File: config.mk
export PLATFORM = sky130hd
export DESIGN_NAME = dup_mode_alu_seq_flat
export DESIGN_NICKNAME = d
export VERILOG_FILES = /design/src/rtl/dup_mode_alu_seq_if.sv /design/src/rtl/dup_mode_alu_seq.sv /design/src/flat_wrapper.sv
export SDC_FILE = /design/constraint.sdc
export NUM_CORES = 1
export LEC_CHECK = 0
export CELL_PAD_IN_SITES_DETAIL_PLACEMENT = 0
export CELL_PAD_IN_SITES_GLOBAL_PLACEMENT = 1
export CORE_UTILIZATION = 35
export CTS_CLUSTER_DIAMETER = 60
export DETAILED_ROUTE_END_ITERATION = 16
export PLACE_DENSITY_LB_ADDON = 0.05
export SYNTH_ARGS = -nofsm -noshare
export SYNTH_HDL_FRONTEND = slang
export SYNTH_SLANG_ARGS = --single-unit
File: constraint.sdc
create_clock -name clk -period 7.75 [get_ports clk]
set_clock_uncertainty 0.15 [all_clocks]
set_input_delay 2.325 -clock clk [delete_from_list [all_inputs] [get_ports clk]]
set_output_delay 2.325 -clock clk [all_outputs]
set_load 0.01 [all_outputs]
File: src/rtl/dup_mode_alu_seq_if.sv
// Handshake bundle for dup_mode_alu_seq: operand side (in_*, mode, val1/val2)
// and result side (out_*, res, ovf). The slave modport is the ALU's view.
interface dup_mode_alu_seq_if #(
  parameter int WIDTH = 8
);
  logic             in_valid;
  logic             in_ready;
  logic [2:0]       mode;
  logic [WIDTH-1:0] val1;
  logic [WIDTH-1:0] val2;
  logic             out_valid;
  logic             out_ready;
  logic [WIDTH-1:0] res;
  logic             ovf;

  modport slave (
    input  in_valid, mode, val1, val2, out_ready,
    output in_ready, out_valid, res, ovf
  );

  modport master (
    output in_valid, mode, val1, val2, out_ready,
    input  in_ready, out_valid, res, ovf
  );
endinterface

File: src/rtl/dup_mode_alu_seq.sv
// Handshaked mode-select compare/arithmetic unit with a WIDTH-cycle restoring divider.
// Optional build macro DUP_ALU_SAT_EN selects saturating instead of wrapping arithmetic.
module dup_mode_alu_seq #(
  parameter int WIDTH = 8
) (
  input  logic                clk,
  input  logic                rst,
  dup_mode_alu_seq_if.slave   bus
);

  localparam logic [0:0] S_IDLE = 1'b0;
  localparam logic [0:0] S_DIV  = 1'b1;

  logic [0:0]       r_state;
  logic [WIDTH-1:0] r_rem;
  logic [WIDTH-1:0] r_quo;
  logic [WIDTH-1:0] r_dvs;
  logic [WIDTH-1:0] r_cnt;
  logic [WIDTH-1:0] r_res;
  logic             r_ovf;
  logic             r_out_valid;

  logic               w_in_ready;
  logic               w_accept;
  logic               w_is_div;
  logic               w_div_done;
  logic [WIDTH:0]     w_sum;
  logic [WIDTH:0]     w_diff;
  logic [2*WIDTH-1:0] w_prod;
  logic [WIDTH-1:0]   w_op_res;
  logic               w_op_ovf;
  logic [WIDTH:0]     w_trial;
  logic               w_fits;
  logic [WIDTH-1:0]   w_rem_next;
  logic [WIDTH-1:0]   w_quo_next;

  // A result may drain and a new operation be accepted in the same cycle.
  assign w_in_ready = (r_state == S_IDLE) && (!r_out_valid || bus.out_ready);
  assign w_accept   = bus.in_valid && w_in_ready;
  assign w_is_div   = (bus.mode == 3'b011) && !(bus.val1 < bus.val2);
  assign w_div_done = (r_state == S_DIV) && (r_cnt == '0);

  assign w_sum  = {1'b0, bus.val1} + {1'b0, bus.val2};
  assign w_diff = {1'b0, bus.val1} - {1'b0, bus.val2};
  assign w_prod = {{WIDTH{1'b0}}, bus.val1} * {{WIDTH{1'b0}}, bus.val2};

  always_comb begin
    w_op_res = bus.val1 ^ bus.val2;
    w_op_ovf = 1'b0;
    case (bus.mode)
      3'b001, 3'b010: begin
        if (bus.val1 > bus.val2) begin
          w_op_res = w_sum[WIDTH-1:0];
          w_op_ovf = w_sum[WIDTH];
`ifdef DUP_ALU_SAT_EN
          if (w_sum[WIDTH]) w_op_res = '1;
`endif
        end else begin
          w_op_res = w_diff[WIDTH-1:0];
          w_op_ovf = w_diff[WIDTH];
`ifdef DUP_ALU_SAT_EN
          if (w_diff[WIDTH]) w_op_res = '0;
`endif
        end
      end
      3'b011: begin
        // Divide branch is produced by the sequential divider, not here.
        w_op_res = w_prod[WIDTH-1:0];
        w_op_ovf = |w_prod[2*WIDTH-1:WIDTH];
`ifdef DUP_ALU_SAT_EN
        if (|w_prod[2*WIDTH-1:WIDTH]) w_op_res = '1;
`endif
      end
      3'b100: begin
        if (bus.val1 != bus.val2) begin
          w_op_res = (bus.val1 > bus.val2) ? bus.val1 : bus.val2;
          w_op_ovf = 1'b0;
        end else begin
          w_op_res = w_sum[WIDTH-1:0];
          w_op_ovf = w_sum[WIDTH];
`ifdef DUP_ALU_SAT_EN
          if (w_sum[WIDTH]) w_op_res = '1;
`endif
        end
      end
      default: begin
        w_op_res = bus.val1 ^ bus.val2;
        w_op_ovf = 1'b0;
      end
    endcase
  end

  // Restoring step: partial remainder stays below the divisor, so the
  // subtraction is exact in WIDTH bits whenever the trial fits.
  assign w_trial    = {r_rem, r_quo[WIDTH-1]};
  assign w_fits     = (w_trial >= {1'b0, r_dvs});
  assign w_rem_next = w_fits ? (w_trial[WIDTH-1:0] - r_dvs) : w_trial[WIDTH-1:0];
  assign w_quo_next = {r_quo[WIDTH-2:0], w_fits};

  always_ff @(posedge clk) begin
    if (rst) begin
      r_state     <= S_IDLE;
      r_rem       <= '0;
      r_quo       <= '0;
      r_dvs       <= '0;
      r_cnt       <= '0;
      r_res       <= '0;
      r_ovf       <= 1'b0;
      r_out_valid <= 1'b0;
    end else begin
      case (r_state)
        S_IDLE: begin
          if (w_accept && w_is_div) begin
            r_state <= S_DIV;
            r_rem   <= '0;
            r_quo   <= bus.val1;
            r_dvs   <= (bus.val2 == '0) ? {{(WIDTH-1){1'b0}}, 1'b1} : bus.val2;
            r_cnt   <= WIDTH'(WIDTH - 1);
          end
        end
        S_DIV: begin
          r_rem <= w_rem_next;
          r_quo <= w_quo_next;
          r_cnt <= r_cnt - 1'b1;
          if (r_cnt == '0) r_state <= S_IDLE;
        end
        default: r_state <= S_IDLE;
      endcase

      if (w_accept && !w_is_div) begin
        r_res       <= w_op_res;
        r_ovf       <= w_op_ovf;
        r_out_valid <= 1'b1;
      end else if (w_div_done) begin
        r_res       <= w_quo_next;
        r_ovf       <= 1'b0;
        r_out_valid <= 1'b1;
      end else if (bus.out_ready) begin
        r_out_valid <= 1'b0;
      end
    end
  end

  assign bus.in_ready  = w_in_ready;
  assign bus.out_valid = r_out_valid;
  assign bus.res       = r_res;
  assign bus.ovf       = r_ovf;

endmodule

File: src/flat_wrapper.sv
// flat-port wrapper written by rule: the top's interface ports become plain ports
module dup_mode_alu_seq_flat 
#(
  parameter int WIDTH = 8
)
  (clk, rst, bus_in_valid, bus_mode, bus_val1, bus_val2, bus_out_ready, bus_in_ready, bus_out_valid, bus_res, bus_ovf);
  dup_mode_alu_seq_if #(.WIDTH(WIDTH)) bus_i ();
  input  logic clk;
  input  logic rst;
  input wire logic [$bits(bus_i.in_valid)-1:0] bus_in_valid;
  input wire logic [$bits(bus_i.mode)-1:0] bus_mode;
  input wire logic [$bits(bus_i.val1)-1:0] bus_val1;
  input wire logic [$bits(bus_i.val2)-1:0] bus_val2;
  input wire logic [$bits(bus_i.out_ready)-1:0] bus_out_ready;
  output wire logic [$bits(bus_i.in_ready)-1:0] bus_in_ready;
  output wire logic [$bits(bus_i.out_valid)-1:0] bus_out_valid;
  output wire logic [$bits(bus_i.res)-1:0] bus_res;
  output wire logic [$bits(bus_i.ovf)-1:0] bus_ovf;
  assign bus_i.in_valid = bus_in_valid;
  assign bus_i.mode = bus_mode;
  assign bus_i.val1 = bus_val1;
  assign bus_i.val2 = bus_val2;
  assign bus_i.out_ready = bus_out_ready;
  assign bus_in_ready = bus_i.in_ready;
  assign bus_out_valid = bus_i.out_valid;
  assign bus_res = bus_i.res;
  assign bus_ovf = bus_i.ovf;
  dup_mode_alu_seq #(.WIDTH(WIDTH)) u_core (.clk(clk), .rst(rst), .bus(bus_i));
endmodule
==> key figures <==
Finish
  • Nets: 866
  • Most common cell after layout, fill and taps aside: nand2_1
  • Area delta synth->final: 13.9%
  • Share of layout cells above drive strength 1: 0.0713
  • Most frequent cells in the layout: 89 x nand2_1, 85 x inv_1, 61 x ha_1, 54 x nor2_1
  • ANT cells: 0
  • Final std cells w/o fill: 954

Worst hold path
  • Min-delay worst type: reg -> reg

Yosys
  • Synth top area share: 0.154
  • Sequential area share after synthesis: 0.154
  • Synthesized Nets: 835
  • Mapped cell area: 5600 sq um
  • Synth area leader: dfxtp_1
  • Distinct cells, synth: 71
  • Synth Register Bits: 43
  • Post-Syn Instances: 712
  • Top_reg_cell synth: dfxtp_1
  • EDFF count, synth: 0
  • Area contributors post-synth: dfxtp_1 15%, fa_1 14%, ha_1 14%
  • Synth warn: 0
  • Async S/R FF share, synth: 0
  • Avg Inst Size Synth: 7.86 sq um

Timing
  • Final hold slack: 0.309 ns
  • Setup_tns: 0 ns
  • Unrepaired setup endpoints after global routing: false
  • Worst-Margin Slew: 0.961 ns
  • Final period utilization: 0.947
  • Final Setup Violations: 0
  • Achievable frequency: 0.136 GHz
  • Hold Fails Final Rpt: 0
  • Slew Limit Fails: 0
  • Final Critical Period: 7.34 ns
  • Final worst slack: 0.411 ns
  • Worst slew margin: 0.356

Clock tree
  • Number of CTS-inserted buffers: 5
  • Hold Buf Count CTS: 0
  • Worst-Skew Late Latency: 0.29 ns
  • CTS sink count: 43
  • Htree depth: 2
  • Clock tree buffer depth: 2
  • Post-CTS Setup Inserts: 0
  • Root Buffer: clkbuf_16
  • CTS tree: yes
  • Reg clk slew, reported paths: 0.06 ns

Placed design
  • Post-placement cell count: 947
  • Port bufs: 33
  • Routability Congestion: 0.879
  • Pre-CTS WS: 0.00418 ns
  • Final HPWL DP: 13.9 mm

Detailed routing
  • Routed WL per cell: 18.1 um
  • Drt pass-1 iters: 5
  • Routed vias/inst: 5.45
  • Number of remaining DRC errors: 0
  • Antenna Nets Post-Route: 0
  • Routed via count: 5203
  • Initial drt markers: 267
  • Final wirelength: 17.3 mm

Critical path
  • Critical Path RT: 7.75 ns
  • Startpoint types: primary input
  • CP endpoint kind: flip-flop
  • Crit path arrival time: 7.34 ns
  • Crit Path Max Fanout: 7
  • CP Class: in -> reg

Pwr
  • Leakage: 2.71 nW
  • Max IR drop VDD: 90.5 uV
  • Total design power: 1.12 mW
  • Cell Pwr Density: 176 nW/um^2

Die
  • Row count: 45
  • Io pins: 34
  • Die width: 128 um
  • Die ar.: 16500 sq um
  • Core area: 15400 sq um
  • Initial Util: 0.363
  • Y dimension of the die: 128 um

GRT
  • Vias in the first global route: 5189
  • Total GRT Usage: 0.220
  • Largest net degree at the start of global routing: 40
  • Grt total ovfl: 0
  • Global-route wire length before repair: 28.0 mm
  • Initial antenna violation count: 0

Run status
  • Run status: finished clean

Flow run
  • Max-Cap Viols: 0
-- final timing paths --
check / startpoint / to / slack (ns) / cells after the start
setup / recovery: bus_val2[3] / u_core.bus.ovf$_SDFFE_PP0P_ / 0.41 / 18
hold / removal: u_core.r_dvs[5]$_SDFFE_PP0P_ / u_core.r_dvs[5]$_SDFFE_PP0P_ / 0.31 / 2
setup reg to reg: u_core.r_state$_SDFF_PP0_ / u_core.r_rem[4]$_SDFFE_PP0P_ / 4.39 / 7
hold reg to reg: u_core.r_dvs[5]$_SDFFE_PP0P_ / u_core.r_dvs[5]$_SDFFE_PP0P_ / 0.31 / 2
-- per-stage QoR --
step / util / cell area, sq um
finish: 0.413 / 6380
global route: 0.413 / 6380
CTS: 0.413 / 6370
detailed placement: 0.403 / 6210
global placement: 0.403 / 6210
floorplan: - / 5600
-- worst max-delay path, cell delays in order --
cell	delay (ns)
clkdlybuf4s50_1	0.60
and2_1	0.28
fa_1	0.49
inv_1	0.05
fa_1	0.48
inv_1	0.06
fa_1	0.53
inv_1	0.05
fa_1	0.52
inv_1	0.04
ha_1	0.36
o21ai_0	0.15
o21ai_0	0.25
mux2_2	0.36
o41ai_1	0.07
a31oi_1	0.16
nor4_2	0.40
a41oi_1	0.16
-- cell type report --
| cell class | count | area, sq um |
|---|---|---|
| Clock buffer | 6 | 129 |
| Clock inverter | 1 | 30.0 |
| Fill cell | 1676 | 9050 |
| Inverter | 86 | 323 |
| Multi-Input combinational cell | 555 | 4300 |
| Sequential cell | 43 | 861 |
| Tap cell | 211 | 264 |
| Timing Repair Buffer | 52 | 473 |
-- registers in the layout, summed over array words and instances, names as in the netlist --
register,count
u_core.bus.res,8
u_core.r_cnt,8
u_core.r_dvs,8
u_core.r_quo,8
u_core.r_rem,8
u_core.bus.out_valid,1
u_core.bus.ovf,1
u_core.r_state,1
-- layer usage --
layer	global-route usage	wire length (um)	vias up
li1	-	-	2540
met1	0.312	8550	2543
met2	0.351	7780	93
met3	0.0258	552	27
met4	0.0595	393	0
met5	0	0	-
-- cells in the mapped netlist, drive strengths merged (9+ instances only) --
master  count
o21ai      24
nor3       10
buf         9
ha         61
nor2       55
nand2      89
and2       33
clkbuf     19
mux2i      12
dfxtp      43
a311oi     10
inv        85
a21oi      44
nand4      12
xnor2       9
fa         39
nand3      15
-- repair_timing --
action                                  CTS  global route
resized for setup                         0             1
endpoints found under the setup margin    0             1
hold endpoints to repair                  0             0
-- where the power goes --
group	leakage, nW	internal (mW)	total [mW]	switching [mW]
sequential	0.349	0.229	0.235	0.00624
clock	0.0769	0.150	0.236	0.0859
combinational	2.29	0.269	0.650	0.381
total	2.71	0.649	1.12	0.473
-- kinds of logic after synthesis --
family          Yosys count  synth area share
simple gates            257             0.227
compound gates          166             0.209
buf+inv                 114            0.0800
fa+ha+maj               100             0.276
flops                    43             0.154
xor+xnor                 16            0.0250
mux                      16            0.0295
No activity file was read; power rests on OpenSTA's default activity.
